File: src/rtl/hsel_slave_bank.sv
// hsel_slave_bank: three AHB-style slave banks of four 16-bit registers each,
// with slave-3 wait-state insertion and a two-cycle error response for
// decoder selects that are not one-hot.
module hsel_slave_bank #(
  parameter int          WAIT_S3 = 2,
  parameter logic [15:0] RST_VAL = 16'h0000
) (
  input  logic        clk,
  input  logic        rst,
  input  logic        hsel_1,
  input  logic        hsel_2,
  input  logic        hsel_3,
  input  logic [15:0] haddr,
  input  logic        hwrite,
  input  logic [15:0] hwdata,
  input  logic        valid,
  output logic        hready,
  output logic [15:0] hrdata,
  output logic        hresp,
  output logic        done
);

  typedef enum logic [2:0] {
    IDLE = 3'd0,
    DATA = 3'd1,
    WAIT = 3'd2,
    ERR1 = 3'd3,
    ERR2 = 3'd4
  } state_t;

  localparam logic       HAS_WAIT  = (WAIT_S3 > 0);
  localparam logic [2:0] WAIT_LOAD = HAS_WAIT ? 3'(WAIT_S3 - 1) : 3'd0;

  state_t      state;
  state_t      state_next;
  logic [2:0]  sel_in;
  logic        sel_ok;
  logic        accept;
  logic [2:0]  sel_q;
  logic [1:0]  idx_q;
  logic        write_q;
  logic [15:0] wdata_q;
  logic [2:0]  wait_cnt;
  logic [1:0]  bank;
  logic [3:0]  reg_idx;
  logic [15:0] regs [12];
  logic        unused_addr;

  // Only the register index bits of the address word are meaningful here.
  assign unused_addr = ^haddr[15:2];

  assign sel_in = {hsel_3, hsel_2, hsel_1};
  assign sel_ok = (sel_in == 3'b001) || (sel_in == 3'b010) || (sel_in == 3'b100);
  assign accept = (state == IDLE) && valid;

  // Flat register index from the latched one-hot select and register index.
  always_comb begin
    bank = 2'd0;
    if (sel_q[1]) bank = 2'd1;
    else if (sel_q[2]) bank = 2'd2;
    reg_idx = {bank, idx_q};
  end

  // State register; reset drops any transfer in progress.
  always_ff @(posedge clk or posedge rst) begin
    if (rst) state <= IDLE;
    else     state <= state_next;
  end

  // Next-state decode plus the handshake outputs, which depend on state only.
  always_comb begin
    state_next = state;
    hready     = 1'b1;
    hresp      = 1'b0;
    done       = 1'b0;
    case (state)
      IDLE: begin
        if (valid) begin
          if (!sel_ok)                 state_next = ERR1;
          else if (hsel_3 && HAS_WAIT) state_next = WAIT;
          else                         state_next = DATA;
        end
      end
      WAIT: begin
        hready = 1'b0;
        if (wait_cnt == 3'd0) state_next = DATA;
      end
      DATA: begin
        done       = 1'b1;
        state_next = IDLE;
      end
      ERR1: begin
        hready     = 1'b0;
        hresp      = 1'b1;
        state_next = ERR2;
      end
      ERR2: begin
        hresp      = 1'b1;
        done       = 1'b1;
        state_next = IDLE;
      end
      default: state_next = IDLE;
    endcase
  end

  // Capture the request at the accept edge so later bus changes cannot disturb it.
  always_ff @(posedge clk or posedge rst) begin
    if (rst) begin
      sel_q   <= 3'b000;
      idx_q   <= 2'd0;
      write_q <= 1'b0;
      wdata_q <= 16'h0000;
    end else if (accept) begin
      sel_q   <= sel_in;
      idx_q   <= haddr[1:0];
      write_q <= hwrite;
      wdata_q <= hwdata;
    end
  end

  // Wait counter: loaded when a slave-3 access is accepted, counts down, sticks at zero.
  always_ff @(posedge clk or posedge rst) begin
    if (rst) begin
      wait_cnt <= 3'd0;
    end else if (accept && state_next == WAIT) begin
      wait_cnt <= WAIT_LOAD;
    end else if (state == WAIT && wait_cnt != 3'd0) begin
      wait_cnt <= wait_cnt - 3'd1;
    end
  end

  // Register banks change only when a write completes in the data phase.
  always_ff @(posedge clk or posedge rst) begin
    if (rst) begin
      for (int i = 0; i < 12; i++) regs[i] <= RST_VAL;
    end else if (state == DATA && write_q) begin
      regs[reg_idx] <= wdata_q;
    end
  end

  // Read data holds until the next successful read completes.
  always_ff @(posedge clk or posedge rst) begin
    if (rst) begin
      hrdata <= 16'h0000;
    end else if (state == DATA && !write_q) begin
      hrdata <= regs[reg_idx];
    end
  end

endmodule

File: config.mk
export PLATFORM = sky130hd
export DESIGN_NAME = hsel_slave_bank
export DESIGN_NICKNAME = d
export VERILOG_FILES = /design/src/rtl/hsel_slave_bank.sv
export SDC_FILE = /design/constraint.sdc
export NUM_CORES = 1
export LEC_CHECK = 0
export CAP_MARGIN = 40
export CORE_UTILIZATION = 35
export CTS_CLUSTER_SIZE = 28
export DETAILED_ROUTE_END_ITERATION = 12
export MAX_ROUTING_LAYER = met4
export SYNTH_ARGS = -nofsm -noshare
export SYNTH_HDL_FRONTEND = slang
export SYNTH_SLANG_ARGS = --single-unit
File: constraint.sdc
create_clock -name clk -period 9.9 [get_ports clk]
set_clock_uncertainty 0.05 [all_clocks]
set_input_delay 1.98 -clock clk [delete_from_list [all_inputs] [get_ports clk]]
set_output_delay 1.98 -clock clk [all_outputs]
set_load 0.05 [all_outputs]
# Word-level counts from Yosys, hierarchy flattened
# Index checks and enable logic that the tools add are counted.
# Widths: inputs -> output; s select.
dict set report totals {
  register_bits 236
  out_inout_bits 19
  word_cells 65
  input_bits 39
}
dict set report classes {
  mux 18
  add_sub_neg 1
  magnitude_cmp 2
  n_bitwise 1
  reduce_logical 16
  eq_ne 8
}
# cell count
set op_table {}
lappend op_table {{$bwmux 192} 1}
lappend op_table {{$bmux 16 s4} 1}
lappend op_table {{$demux 16 s4} 1}
lappend op_table {{$mux 16} 3}
lappend op_table {{$eq 3x2->1 const B} 4}
lappend op_table {{$mux 3} 4}
lappend op_table {{$pmux 3 s3} 1}
lappend op_table {{$mux 2} 4}
lappend op_table {{$eq 3x1->1 const B} 2}
lappend op_table {{$eq 3x3->1 const B} 2}
lappend op_table {{$logic_and 1x1->1} 6}
lappend op_table {{$logic_not 3->1} 2}
lappend op_table {{$reduce_or 2->1} 3}
lappend op_table {{$ge 5x5->1 const B} 1}
lappend op_table {{$lt 5x1->1 const B} 1}
lappend op_table {{$not 4->5} 1}
lappend op_table {{$mux 1} 3}
lappend op_table {{$reduce_bool 3->1} 1}
lappend op_table {{$sub 3x1->3 const B} 1}
lappend op_table {{$logic_or 1x1->1} 2}
lappend op_table {{$reduce_bool 2->1} 1}
lappend op_table {{$logic_not 1->1} 1}

# Logic depth before layout (Yosys ltp)
dict set report depth {
  depth_word 9
  mapped_depth 6
  ltp_nobuf 5
}

# Worst setup path after synthesis
# OpenSTA, ideal clock, no wires.
dict set report synth_path {
  kind {reg2out}
  startpoint {reg state[2]}
  endpoint {out hresp}
  required_ns 7.870
  t_arrival_ns 1.483
  path_buffers 1
  path_slack_ns 6.387
  stages_incl_launch_ff 5
  path_cell_list {dfrtp_1 > buf_4 > nand2b_1 > nor2_1 > a21o_1}
}
dict set report synth_via {
  elab_chain_len 3
  elab_cells_between_ends 4
  cone_classes {eq/ne: 2; mux: 1; reduce/logical: 1}
}
# element line_no
set synth_rtl {}
lappend synth_rtl {{from (decl)} 34} ;# state_t state;
lappend synth_rtl {{from (signal assigned)} 67} ;# else state <= state_next;
lappend synth_rtl {{$eq 3x2->1 or $eq 3x3->1 (tied branches)} 76} ;# case (state)
lappend synth_rtl {{$reduce_or 2->1 (no line) *} --}
lappend synth_rtl {{$mux 1 *} 76}
lappend synth_rtl {{to (decl)} 19} ;# output logic hresp,
# Every way passes the cells marked *; elsewhere a longest branch is shown, timed or not.

# Final worst setup path
# Same ends and word-level chain as after synthesis.

==> run metrics <==
initial DRC count=283; clock latency on the worst-skew pair=520 ps; Tmin final=4340 ps; largest net degree at the start of global routing=80; Hold Crit Endpoint=regs[44]; Finished Core Util=41.2%; crit path max fanout=9; setup bufs post-CTS=0; H-tree depth=1; register area=5880 um2; vias in the first global route=6333; Net Switching=1.16 mW; Arr. time, crit path=2310 ps; Clk pwr share=26.1%; maximum VDD drop=0.000165 V; critical path class=reg -> out; first-pass GRT wire length=38.3 mm; Post-synth ARST share=100%; Overall Global Routing Usage=16.9%; R2R cell count=4; leading area contributor after synthesis=dfrtp_1; die height=177 um; Synth cell types=45; RePlAce Congestion=0.718; Area Growth Syn to Fin=15.2%; Hold Crit Class=reg -> reg; HP Start=regs[44]; # fillers=2723; CTS tree=yes; row cnt=63; hold path depth=1; placed wire-length estimate=14.8 mm; Slew Limit Fails=0; Post-synth EDFFs=0; FMAX=230 MHz; R2R Setup Slk=7140 ps; crit path launch type=flip-flop; Internal=2.45 mW; Routed Antenna Nets=0; drt total wl=24.6 mm; Core Area=29800 um2; Avg Cell Area, Syn=15.9 um2; fin nets=739; RSZ-0062 raised after global routing=false; count of state elements after synthesis=235; total clock sinks=235; global route total overflow=0; Critical Path RT=7870 ps; root buffer cell=clkbuf_16; Leak Pwr=5.68 nW; Tcrit/Tclk final=43.9%; Setup-failing EPs final=0; main area contributors after synthesis=dfrtp_1 55%, mux2_2 11%, mux2_1 11%; # port buffers=43; Crit. End Element=primary output; post-DR vias/cell=5.27; total negative slack=0 ps; DRC violation count after routing=0; Primary FF master, synth=dfrtp_1; multi-input logic area=4420 um2; Initial Utilization=35.8%; cts bufs inserted=25; reg2reg start=state[2]; clk slew on worst S/H paths=60 ps; Mapped Cells=671; most common library cells after synthesis=235 x dfrtp_1, 103 x mux2_2, 100 x mux2_1, 48 x mux4_2, 21 x clkbuf_1; Post-Syn Area=10700 um2; sequential power share=44.0%; hold buffer count at CTS=0; width of the chip=177 um; register area share after synthesis=55.2%; full die area=31200 um2; Yosys warning count=0; Antenna Cells=0; Comb power frac=30.0%; MaxCap Viol Count=0; status=finished, final reports clean; initial antenna violation count=0; Synth top area share=55.2%; worst setup margin=5560 ps; First-pass DRT Iterations=6; IO Pins=58; count leader, synth=dfrtp_1; cts repair resizes=0; Placement Setup Slack=5660 ps; sw frac=32.2%; relative slew slack=39.7%; Slew @ Worst Pin=901 ps; Fin. Hold Viols=0; Longest Clk Path Bufs=3; share of layout cells above drive strength 1=32.7%; vias after detailed routing=5810; DR WL/cell=22.3 um; pwr dens=294 nW/um2; Synth Net Count=712; RR Endpoint=regs[5]
## power by group through the flow
stage / clock (mW) / sequential [mW] / combinational (mW)
finish: 0.943 / 1.59 / 1.08
global route: 1.01 / 1.64 / 1.16
CTS: 0.969 / 1.59 / 1.10
detailed placement: 0 / 1.61 / 1.10
global placement: 0 / 1.56 / 1.05
floorplan: 0 / 1.46 / 0.930
## cells in the final DEF, fill, tap and decap left out, types with 4 or more instances in the layout
cell / instances
clkbuf_8: 5
nand3_4: 9
clkdlybuf4s50_1: 43
mux2_4: 10
nor2_1: 4
nand2_1: 17
buf_4: 8
inv_1: 5
mux4_2: 48
mux2_1: 100
mux2_2: 103
o211ai_1: 16
clkbuf_16: 25
dfrtp_1: 232
clkbuf_1: 6
nand3_1: 16
mux2i_1: 16
## worst max-delay path by stage
stage / slack (ps) / startpoint / cells after the start / endpoint
after floorplan: 1420 / rst / 1 / hrdata[0]
after global placement: 5510 / rst / 3 / sel_q[2]
after detailed placement: 5660 / valid / 4 / wdata_q[5]
after CTS: 5510 / state[2] / 4 / hresp
after global routing: 5430 / state[2] / 4 / hresp
final: 5560 / state[2] / 4 / hresp
## routing by layer
| metal | track usage (%) | wire [um] | vias to the layer above |
|---|---|---|---|
| met4 | 5.24 | 818 | 0 |
| met2 | 28.5 | 12700 | 113 |
| li1 | - | - | 2528 |
| met3 | 2.24 | 853 | 49 |
| met5 | - | 0 | - |
| met1 | 21.0 | 10300 | 3120 |
## cell families (layout without fill, tap and decap cells)
| group | after synthesis | after routing | synth area share, % |
|---|---|---|---|
| buffers and inverters | 63 | 105 | 3.39 |
| muxes | 277 | 277 | 34.5 |
| DFF | 235 | 235 | 55.2 |
| adders and majority gates | 2 | 2 | 0.235 |
| xor gates and xnor gates | 2 | 2 | 0.164 |
| AOI/OAI and AO/OA | 24 | 24 | 1.57 |
| and+or+nand+nor | 68 | 68 | 4.95 |
## critical path: stages, from the launching register on
cell	delay (ps)
dfrtp_1	510
nand2b_1	230
nor2_1	150
a21o_1	110
clkdlybuf4s50_1	790
## state kept, by name, indices dropped and copies added, names as in the netlist
signal / cells
idx_q: 2
wdata_q: 16
regs: 192
sel_q: 2
wait_cnt: 3
hrdata: 16
state: 3
write_q: 1
## area by class of cell
type                       count  share of cell area, %
clock buffer                  36                   5.84
clock inverter                 6                  0.887
inverter                       6                  0.245
multi-input combinational    373                   36.0
sequential                   235                   47.9
tap                          390                   3.98
timing repair buffer          57                   5.08
## metrics by stage
stage	cells	hold slack [ps]	power (mW)	instance area, um2
CTS	1103	440	3.66	12300
detailed placement	1061	427	2.70	11400
global route	1103	453	3.81	12300
floorplan	671	409	2.39	10700
global placement	1055	418	2.60	11300
finish	1103	433	3.62	12300
Note: power is estimated with default switching activity, not from simulation.
